## src/rtl/ram_portb_arbiter_if.sv

```systemverilog
// ram_portb_arbiter_if: one requester's load/store request channel
// and its valid/ready response channel.
interface ram_portb_arbiter_if #(
    parameter int DataW = 32,
    parameter int AddrW = 32
);
    logic             req_valid;
    logic             req_ready;
    logic             req_we;
    logic [AddrW-1:0] req_addr;
    logic [2:0]       req_size;
    logic [DataW-1:0] req_wdata;
    logic             rsp_valid;
    logic             rsp_ready;
    logic [DataW-1:0] rsp_rdata;
    logic             rsp_err;

    modport master (
        output req_valid, req_we, req_addr, req_size, req_wdata, rsp_ready,
        input  req_ready, rsp_valid, rsp_rdata, rsp_err
    );

    modport slave (
        input  req_valid, req_we, req_addr, req_size, req_wdata, rsp_ready,
        output req_ready, rsp_valid, rsp_rdata, rsp_err
    );
endinterface

```

## src/rtl/ram_portb_arbiter.sv

```systemverilog
// ram_portb_arbiter: round-robin two-master sequencer for RAM port B.
// One registered command per transaction, response held until consumed.
module ram_portb_arbiter #(
    parameter int DataW = 32,
    parameter int AddrW = 32
) (
    input  logic                      clk,
    input  logic                      reset,
    ram_portb_arbiter_if.slave        m0,
    ram_portb_arbiter_if.slave        m1,
    output logic                      ram_re,
    output logic                      ram_we,
    output logic [AddrW-1:0]          ram_addr,
    output logic [2:0]                ram_size,
    output logic [DataW-1:0]          ram_wdt,
    input  logic [DataW-1:0]          ram_rdt
);
    typedef enum logic [1:0] {IDLE, CMD, RESP} state_e;

    state_e             state_q, state_d;
    logic               last_grant_q, last_grant_d;
    logic               id_q, id_d;
    logic               we_q, we_d;
    logic [AddrW-1:0]   addr_q, addr_d;
    logic [2:0]         size_q, size_d;
    logic [DataW-1:0]   wdata_q, wdata_d;
    logic               err_q, err_d;
    logic [DataW-1:0]   rdata_q, rdata_d;
    logic               first_q, first_d;

    logic               idle, cmd, resp;
    logic               sel_m0, sel_m1;
    logic               req_we;
    logic [AddrW-1:0]   req_addr;
    logic [2:0]         req_size;
    logic [DataW-1:0]   req_wdata;
    logic               req_legal;
    logic               rsp_fire;
    logic [DataW-1:0]   rsp_data;

    function automatic logic legal(input logic [2:0] sz, input logic [1:0] a);
        logic ok;
        case (sz)
            3'b000, 3'b100: ok = 1'b1;
            3'b001, 3'b101: ok = !a[0];
            3'b010:         ok = (a == 2'b00);
            default:        ok = 1'b0;
        endcase
        return ok;
    endfunction

    assign idle = (state_q == IDLE);
    assign cmd  = (state_q == CMD);
    assign resp = (state_q == RESP);

    // On a tie the master that did not win last time is selected.
    assign sel_m0 = idle & m0.req_valid & (!m1.req_valid | last_grant_q);
    assign sel_m1 = idle & m1.req_valid & (!m0.req_valid | !last_grant_q);

    assign req_we    = sel_m1 ? m1.req_we    : m0.req_we;
    assign req_addr  = sel_m1 ? m1.req_addr  : m0.req_addr;
    assign req_size  = sel_m1 ? m1.req_size  : m0.req_size;
    assign req_wdata = sel_m1 ? m1.req_wdata : m0.req_wdata;
    assign req_legal = legal(req_size, req_addr[1:0]);

    // Read data is live from port B only in the first RESP cycle.
    assign rsp_data = (first_q && !we_q && !err_q) ? ram_rdt : rdata_q;
    assign rsp_fire = resp & (id_q ? m1.rsp_ready : m0.rsp_ready);

    // Next-state and request/response latching.
    always_comb begin
        state_d      = state_q;
        last_grant_d = last_grant_q;
        id_d         = id_q;
        we_d         = we_q;
        addr_d       = addr_q;
        size_d       = size_q;
        wdata_d      = wdata_q;
        err_d        = err_q;
        rdata_d      = rdata_q;
        first_d      = 1'b0;
        unique case (state_q)
            IDLE: begin
                if (sel_m0 | sel_m1) begin
                    id_d         = sel_m1;
                    last_grant_d = sel_m1;
                    we_d         = req_we;
                    addr_d       = req_addr;
                    size_d       = req_size;
                    wdata_d      = req_wdata;
                    err_d        = !req_legal;
                    rdata_d      = '0;
                    state_d      = req_legal ? CMD : RESP;
                end
            end
            CMD: begin
                first_d = 1'b1;
                state_d = RESP;
            end
            RESP: begin
                rdata_d = rsp_data;
                if (rsp_fire) begin
                    err_d   = 1'b0;
                    rdata_d = '0;
                    state_d = IDLE;
                end
            end
            default: state_d = IDLE;
        endcase
    end

    // State and datapath registers, synchronous active-low reset.
    always_ff @(posedge clk) begin
        if (!reset) begin
            state_q      <= IDLE;
            last_grant_q <= 1'b1;
            id_q         <= 1'b0;
            we_q         <= 1'b0;
            addr_q       <= '0;
            size_q       <= '0;
            wdata_q      <= '0;
            err_q        <= 1'b0;
            rdata_q      <= '0;
            first_q      <= 1'b0;
        end else begin
            state_q      <= state_d;
            last_grant_q <= last_grant_d;
            id_q         <= id_d;
            we_q         <= we_d;
            addr_q       <= addr_d;
            size_q       <= size_d;
            wdata_q      <= wdata_d;
            err_q        <= err_d;
            rdata_q      <= rdata_d;
            first_q      <= first_d;
        end
    end

    assign m0.req_ready = sel_m0 & reset;
    assign m1.req_ready = sel_m1 & reset;

    assign m0.rsp_valid = resp & !id_q;
    assign m1.rsp_valid = resp & id_q;
    assign m0.rsp_rdata = (resp & !id_q) ? rsp_data : '0;
    assign m1.rsp_rdata = (resp & id_q) ? rsp_data : '0;
    assign m0.rsp_err   = resp & !id_q & err_q;
    assign m1.rsp_err   = resp & id_q & err_q;

    // Enables are gated by reset so a reset in CMD never commits a write.
    assign ram_re   = reset & cmd & !we_q;
    assign ram_we   = reset & cmd & we_q;
    assign ram_addr = cmd ? addr_q : '0;
    assign ram_size = cmd ? size_q : '0;
    assign ram_wdt  = cmd ? wdata_q : '0;
endmodule

```

## src/flat_wrapper.sv

```systemverilog
// flat-port wrapper written by rule: the top's interface ports become plain ports
module ram_portb_arbiter_flat 
#(
    parameter int DataW = 32,
    parameter int AddrW = 32
)
  (clk, reset, ram_re, ram_we, ram_addr, ram_size, ram_wdt, ram_rdt, m0_req_valid, m0_req_we, m0_req_addr, m0_req_size, m0_req_wdata, m0_rsp_ready, m0_req_ready, m0_rsp_valid, m0_rsp_rdata, m0_rsp_err, m1_req_valid, m1_req_we, m1_req_addr, m1_req_size, m1_req_wdata, m1_rsp_ready, m1_req_ready, m1_rsp_valid, m1_rsp_rdata, m1_rsp_err);
  ram_portb_arbiter_if #(.DataW(DataW), .AddrW(AddrW)) m0_i ();
  ram_portb_arbiter_if #(.DataW(DataW), .AddrW(AddrW)) m1_i ();
  input  logic clk;
  input  logic reset;
  output logic ram_re;
  output logic ram_we;
  output logic [AddrW-1:0] ram_addr;
  output logic [2:0] ram_size;
  output logic [DataW-1:0] ram_wdt;
  input  logic [DataW-1:0] ram_rdt;
  input wire logic [$bits(m0_i.req_valid)-1:0] m0_req_valid;
  input wire logic [$bits(m0_i.req_we)-1:0] m0_req_we;
  input wire logic [$bits(m0_i.req_addr)-1:0] m0_req_addr;
  input wire logic [$bits(m0_i.req_size)-1:0] m0_req_size;
  input wire logic [$bits(m0_i.req_wdata)-1:0] m0_req_wdata;
  input wire logic [$bits(m0_i.rsp_ready)-1:0] m0_rsp_ready;
  output wire logic [$bits(m0_i.req_ready)-1:0] m0_req_ready;
  output wire logic [$bits(m0_i.rsp_valid)-1:0] m0_rsp_valid;
  output wire logic [$bits(m0_i.rsp_rdata)-1:0] m0_rsp_rdata;
  output wire logic [$bits(m0_i.rsp_err)-1:0] m0_rsp_err;
  input wire logic [$bits(m1_i.req_valid)-1:0] m1_req_valid;
  input wire logic [$bits(m1_i.req_we)-1:0] m1_req_we;
  input wire logic [$bits(m1_i.req_addr)-1:0] m1_req_addr;
  input wire logic [$bits(m1_i.req_size)-1:0] m1_req_size;
  input wire logic [$bits(m1_i.req_wdata)-1:0] m1_req_wdata;
  input wire logic [$bits(m1_i.rsp_ready)-1:0] m1_rsp_ready;
  output wire logic [$bits(m1_i.req_ready)-1:0] m1_req_ready;
  output wire logic [$bits(m1_i.rsp_valid)-1:0] m1_rsp_valid;
  output wire logic [$bits(m1_i.rsp_rdata)-1:0] m1_rsp_rdata;
  output wire logic [$bits(m1_i.rsp_err)-1:0] m1_rsp_err;
  assign m0_i.req_valid = m0_req_valid;
  assign m0_i.req_we = m0_req_we;
  assign m0_i.req_addr = m0_req_addr;
  assign m0_i.req_size = m0_req_size;
  assign m0_i.req_wdata = m0_req_wdata;
  assign m0_i.rsp_ready = m0_rsp_ready;
  assign m0_req_ready = m0_i.req_ready;
  assign m0_rsp_valid = m0_i.rsp_valid;
  assign m0_rsp_rdata = m0_i.rsp_rdata;
  assign m0_rsp_err = m0_i.rsp_err;
  assign m1_i.req_valid = m1_req_valid;
  assign m1_i.req_we = m1_req_we;
  assign m1_i.req_addr = m1_req_addr;
  assign m1_i.req_size = m1_req_size;
  assign m1_i.req_wdata = m1_req_wdata;
  assign m1_i.rsp_ready = m1_rsp_ready;
  assign m1_req_ready = m1_i.req_ready;
  assign m1_rsp_valid = m1_i.rsp_valid;
  assign m1_rsp_rdata = m1_i.rsp_rdata;
  assign m1_rsp_err = m1_i.rsp_err;
  ram_portb_arbiter #(.DataW(DataW), .AddrW(AddrW)) u_core (.clk(clk), .reset(reset), .m0(m0_i), .m1(m1_i), .ram_re(ram_re), .ram_we(ram_we), .ram_addr(ram_addr), .ram_size(ram_size), .ram_wdt(ram_wdt), .ram_rdt(ram_rdt));
endmodule
```

## config.mk

```make
export PLATFORM = sky130hd
export DESIGN_NAME = ram_portb_arbiter_flat
export DESIGN_NICKNAME = d
export VERILOG_FILES = /design/src/rtl/ram_portb_arbiter_if.sv /design/src/rtl/ram_portb_arbiter.sv /design/src/flat_wrapper.sv
export SDC_FILE = /design/constraint.sdc
export NUM_CORES = 1
export LEC_CHECK = 0
export BUFFER_PORTS_ARGS = -buffer_cell sky130_fd_sc_hd__clkbuf_2
export CAP_MARGIN = 20
export CORE_AREA = 2 2 123 125
export CTS_CLUSTER_SIZE = 14
export DETAILED_ROUTE_END_ITERATION = 12
export DIE_AREA = 0 0 125 127
export PLACE_DENSITY_LB_ADDON = 0.2
export SYNTH_ARGS = -nofsm -noshare
export SYNTH_HDL_FRONTEND = slang
export SYNTH_SLANG_ARGS = --single-unit
```

## constraint.sdc

```tcl
create_clock -name clk -period 3.8 [get_ports clk]
set_input_delay 0.38 -clock clk [delete_from_list [all_inputs] [get_ports clk]]
set_output_delay 0.38 -clock clk [all_outputs]
set_load 0.03 [all_outputs]
```

==> key figures <==
Layout
  – Diodes inserted: 0
  – Count of fill cells added during filler insertion: 1481
  – Leading cell type in the layout, fill and taps excluded: sky130_fd_sc_hd__clkbuf_2
  – Fin area: 0.00717 mm2
  – Highest-count cells in the layout ignoring fill and taps: sky130_fd_sc_hd__clkbuf_2 (312), sky130_fd_sc_hd__nand2_1 (140), sky130_fd_sc_hd__dfxtp_1 (106), sky130_fd_sc_hd__and2_1 (70)
  – Number of nets in the finished design: 1126
  – Synthesis-to-layout area growth: 36.0%
  – Share of final-layout standard cells stronger than drive strength 1: 0.360

Power and ir drop
  – Clock share of power: 0.335
  – Power Internal: 1.97 mW
  – Sequential power share: 0.453
  – Lkg Pwr: 3.30 nW
  – Proportion of total power due to net switching: 0.304
  – PD cells: 394 mW/mm2
  – Fraction of power consumed by combinational cells: 0.212
  – Sw power: 0.857 mW
  – Worst vdd ir: 0.196 mV

Floorplanning
  – Chip height: 127 um
  – DIE AREA: 0.0159 mm2
  – Initial cell density of the core: 0.365
  – Site row count: 44
  – Core region area: 0.0144 mm2
  – Die Width: 125 um
  – Number of placed I/O pins: 313

Timing
  – Final worst path period share: 0.652
  – Setup TNS: 0 ns
  – Post-route worst hold slack: 0.262 ns
  – Actual slew at the worst max-slew pin: 0.826 ns
  – Worst Slack Setup Final: 1.32 ns
  – Worst relative slew slack: 0.447
  – Setup violators final: 0
  – Final hold violation count: 0
  – Final min period: 2.48 ns
  – F_max: 0.404 GHz
  – Max Transition Viols Final: 0
  – Final clock skew: 0.00778 ns
  – Unrepaired setup endpoints after global routing: no

Placed design
  – PortBufs: 312
  – Placed inst area: 0.00685 mm2
  – Post-Place Worst Slack: 1.58 ns
  – DP HPWL: 12600 um
  – Final estimated routing congestion in global placement: 0.829

Synth
  – Most used flip-flop cell after synthesis: sky130_fd_sc_hd__dfxtp_1
  – Xor/xnor cell area share of the yosys netlist: 0
  – Area contributors post-synth: sky130_fd_sc_hd__dfxtp_1 (40%), sky130_fd_sc_hd__nand2_1 (10%), sky130_fd_sc_hd__and2_1 (8.3%)
  – Sequential-to-total area share from yosys stat: 0.403
  – Compound-Gate Fraction of Synth Area: 0.214
  – Number of synthesized flops with an enable pin: 0
  – Area share of fa/ha/maj cells after synthesis: 0
  – Mean cell area of the mapped netlist: 7.74 um2
  – Area of the mapped netlist: 0.00527 mm2
  – Largest family of logic cells by synthesized area: simple AND/OR/NAND/NOR gates
  – Largest area contributor in the synthesized netlist: sky130_fd_sc_hd__dfxtp_1
  – Portion of netlist area occupied by mux cells: 0.0627
  – Number of distinct library cell variants in the gate-level netlist after synthesis: 29
  – Total nets after synthesis: 855
  – #FFs+latches synth: 106
  – Top-area cell type share of the netlist area: 0.403
  – Synth Warn #: 0
  – Simple-gate portion of the synthesized area: 0.255
  – Synthesized instance count: 681
  – Share of flip-flops with an asynchronous set or reset after synthesis: 0

GRT
  – Via count of the first global-routing pass: 5119
  – Grt total ovfl: 0
  – Number of antenna violations at the first check in global routing: 0
  – Met2 Use GR: 0.345
  – GR met3 Demand/Resource: 0.0590
  – Met1 Track Usage GR: 0.264
  – Maximum number of pins on one net before global-route repair: 85
  – Global-route wire length before repair: 26900 um
  – Total track usage: 0.209
  – Global routing's busiest layer: met2

Worst setup path
  – Worst R2R Setup Slack: 1.60 ns
  – Largest fanout on the critical path: 44
  – Launching element type of the critical path: register
  – Critical setup path kind: reg -> out
  – Data required time of the worst path: 3.42 ns
  – Type of element capturing the critical path: output pin
  – Signal arrival time at the worst endpoint: 2.10 ns
  – Critical-path cell list: and2b_2 > buf_4 > and2_1 > clkbuf_2
  – Slowest-stage cell, CP: sky130_fd_sc_hd__and2b_2
  – Largest delay share family, worst path: simple AND/OR/NAND/NOR gates
  – Crit path largest cell delay: 0.67 ns
  – CP Buf/Inv Count: 2

Hold path
  – Classification of the worst-slack hold path: in -> reg

Routing
  – Pre-antenna DRT Iters: 4
  – Vias: 5704
  – DRT Wirelength: 17400 um
  – Number of antenna-violating nets in the routed design: 0
  – Count of unresolved DRC violations after routing: 0
  – Vias per std cell: 5.00
  – Drt first-iter violations: 345
  – Final routed wire length divided by cell count: 15.2 um

Clocking
  – Total of cells resized after clock tree synthesis: 0
  – CTS tree: built
  – Clock transition at the register clock pins on the worst setup and hold paths after CTS: 0.07 ns
  – Clock Latency Late Sink: 0.35 ns
  – CTS Sinks: 106
  – Setup bufs post-CTS: 0
  – Number of hold-repair buffers added at the cts stage: 0
  – H-tree level count: 3
  – Cts bufs inserted: 9
  – Buffer cell driving the clock tree root: sky130_fd_sc_hd__clkbuf_16
  – Clock Path Buffers: 2

Outcome
  – Result of the run: completed

Run
  – Number of maximum-capacitance violations: 0
==> synthesized netlist by cell type (5+ instances only) <==
cell type and number:
sky130_fd_sc_hd__buf_6 9, sky130_fd_sc_hd__nor2_1 68, sky130_fd_sc_hd__nand2_1 141, sky130_fd_sc_hd__mux2i_1 33, sky130_fd_sc_hd__o21ai_0 68, sky130_fd_sc_hd__dfxtp_1 106, sky130_fd_sc_hd__buf_2 9, sky130_fd_sc_hd__a31oi_1 68
sky130_fd_sc_hd__buf_4 5, sky130_fd_sc_hd__a22o_1 32, sky130_fd_sc_hd__and2_1 70, sky130_fd_sc_hd__clkbuf_1 40, sky130_fd_sc_hd__and3_1 5
==> power groups by stage <==
stage | sequential [mW] | combinational [mW] | clock (mW)
detailed placement | 1.30 | 0.604 | 0
global placement | 1.30 | 0.595 | 0
global route | 1.29 | 0.674 | 1.02
floorplan | 1.28 | 0.407 | 0
CTS | 1.28 | 0.605 | 0.973
finish | 1.28 | 0.598 | 0.947
==> routing by layer <==
layer | wire [um] | part of all wire
met1 | 7340 | 0.42
met5 | 0 | 0
met3 | 1510 | 0.087
met4 | 309 | 0.018
met2 | 8210 | 0.47
==> flip-flops by register name (all words and copies together), names as in the netlist <==
name                 flops
u_core.addr_q           32
u_core.rdata_q          32
u_core.wdata_q          32
u_core.size_q            3
u_core.state_q           2
u_core.err_q             1
u_core.first_q           1
u_core.id_q              1
u_core.last_grant_q      1
u_core.we_q              1
==> path summary, 6_finish.rpt <==
check                     start            endpoint  cells past startpoint
min reg2reg  u_core.wdata_q[22]  u_core.wdata_q[22]                      2
max reg2reg   u_core.state_q[1]   u_core.state_q[1]                      5
max           u_core.state_q[1]        ram_addr[12]                      4
min                 ram_rdt[29]  u_core.rdata_q[29]                      2
==> kinds of logic after synthesis <==
group | after synthesis
simple gates | 297
compound gates | 179
flops | 106
buf+inv | 66
mux | 33
==> worst reg2reg max path, stage by stage (launching register included) <==
cell and delay [ns]:
sky130_fd_sc_hd__dfxtp_1 0.35, sky130_fd_sc_hd__nor2_1 0.26, sky130_fd_sc_hd__nand3_4 0.66, sky130_fd_sc_hd__buf_12 0.47, sky130_fd_sc_hd__o22ai_1 0.24, sky130_fd_sc_hd__o31a_1 0.17
==> area by class of cell <==
cell class              instances  area (um2)  share of cell area
clock buffers                  11         243              0.0339
multi-input cells             509        2830               0.394
repair buffers                323        1680               0.235
flip-flops and latches        106        2120               0.296
well taps                     184         230              0.0321
inverters                       3        11.3             0.00157
clock inverters                 4        51.3             0.00716
==> through the flow <==
step | total power, mW | util | cells
floorplan | 1.69 | - | 681
global placement | 1.90 | 0.474 | 1123
detailed placement | 1.90 | 0.475 | 1124
CTS | 2.85 | 0.495 | 1139
global route | 2.98 | 0.497 | 1140
finish | 2.82 | 0.497 | 1140
Note: power is estimated with default switching activity, not from simulation.
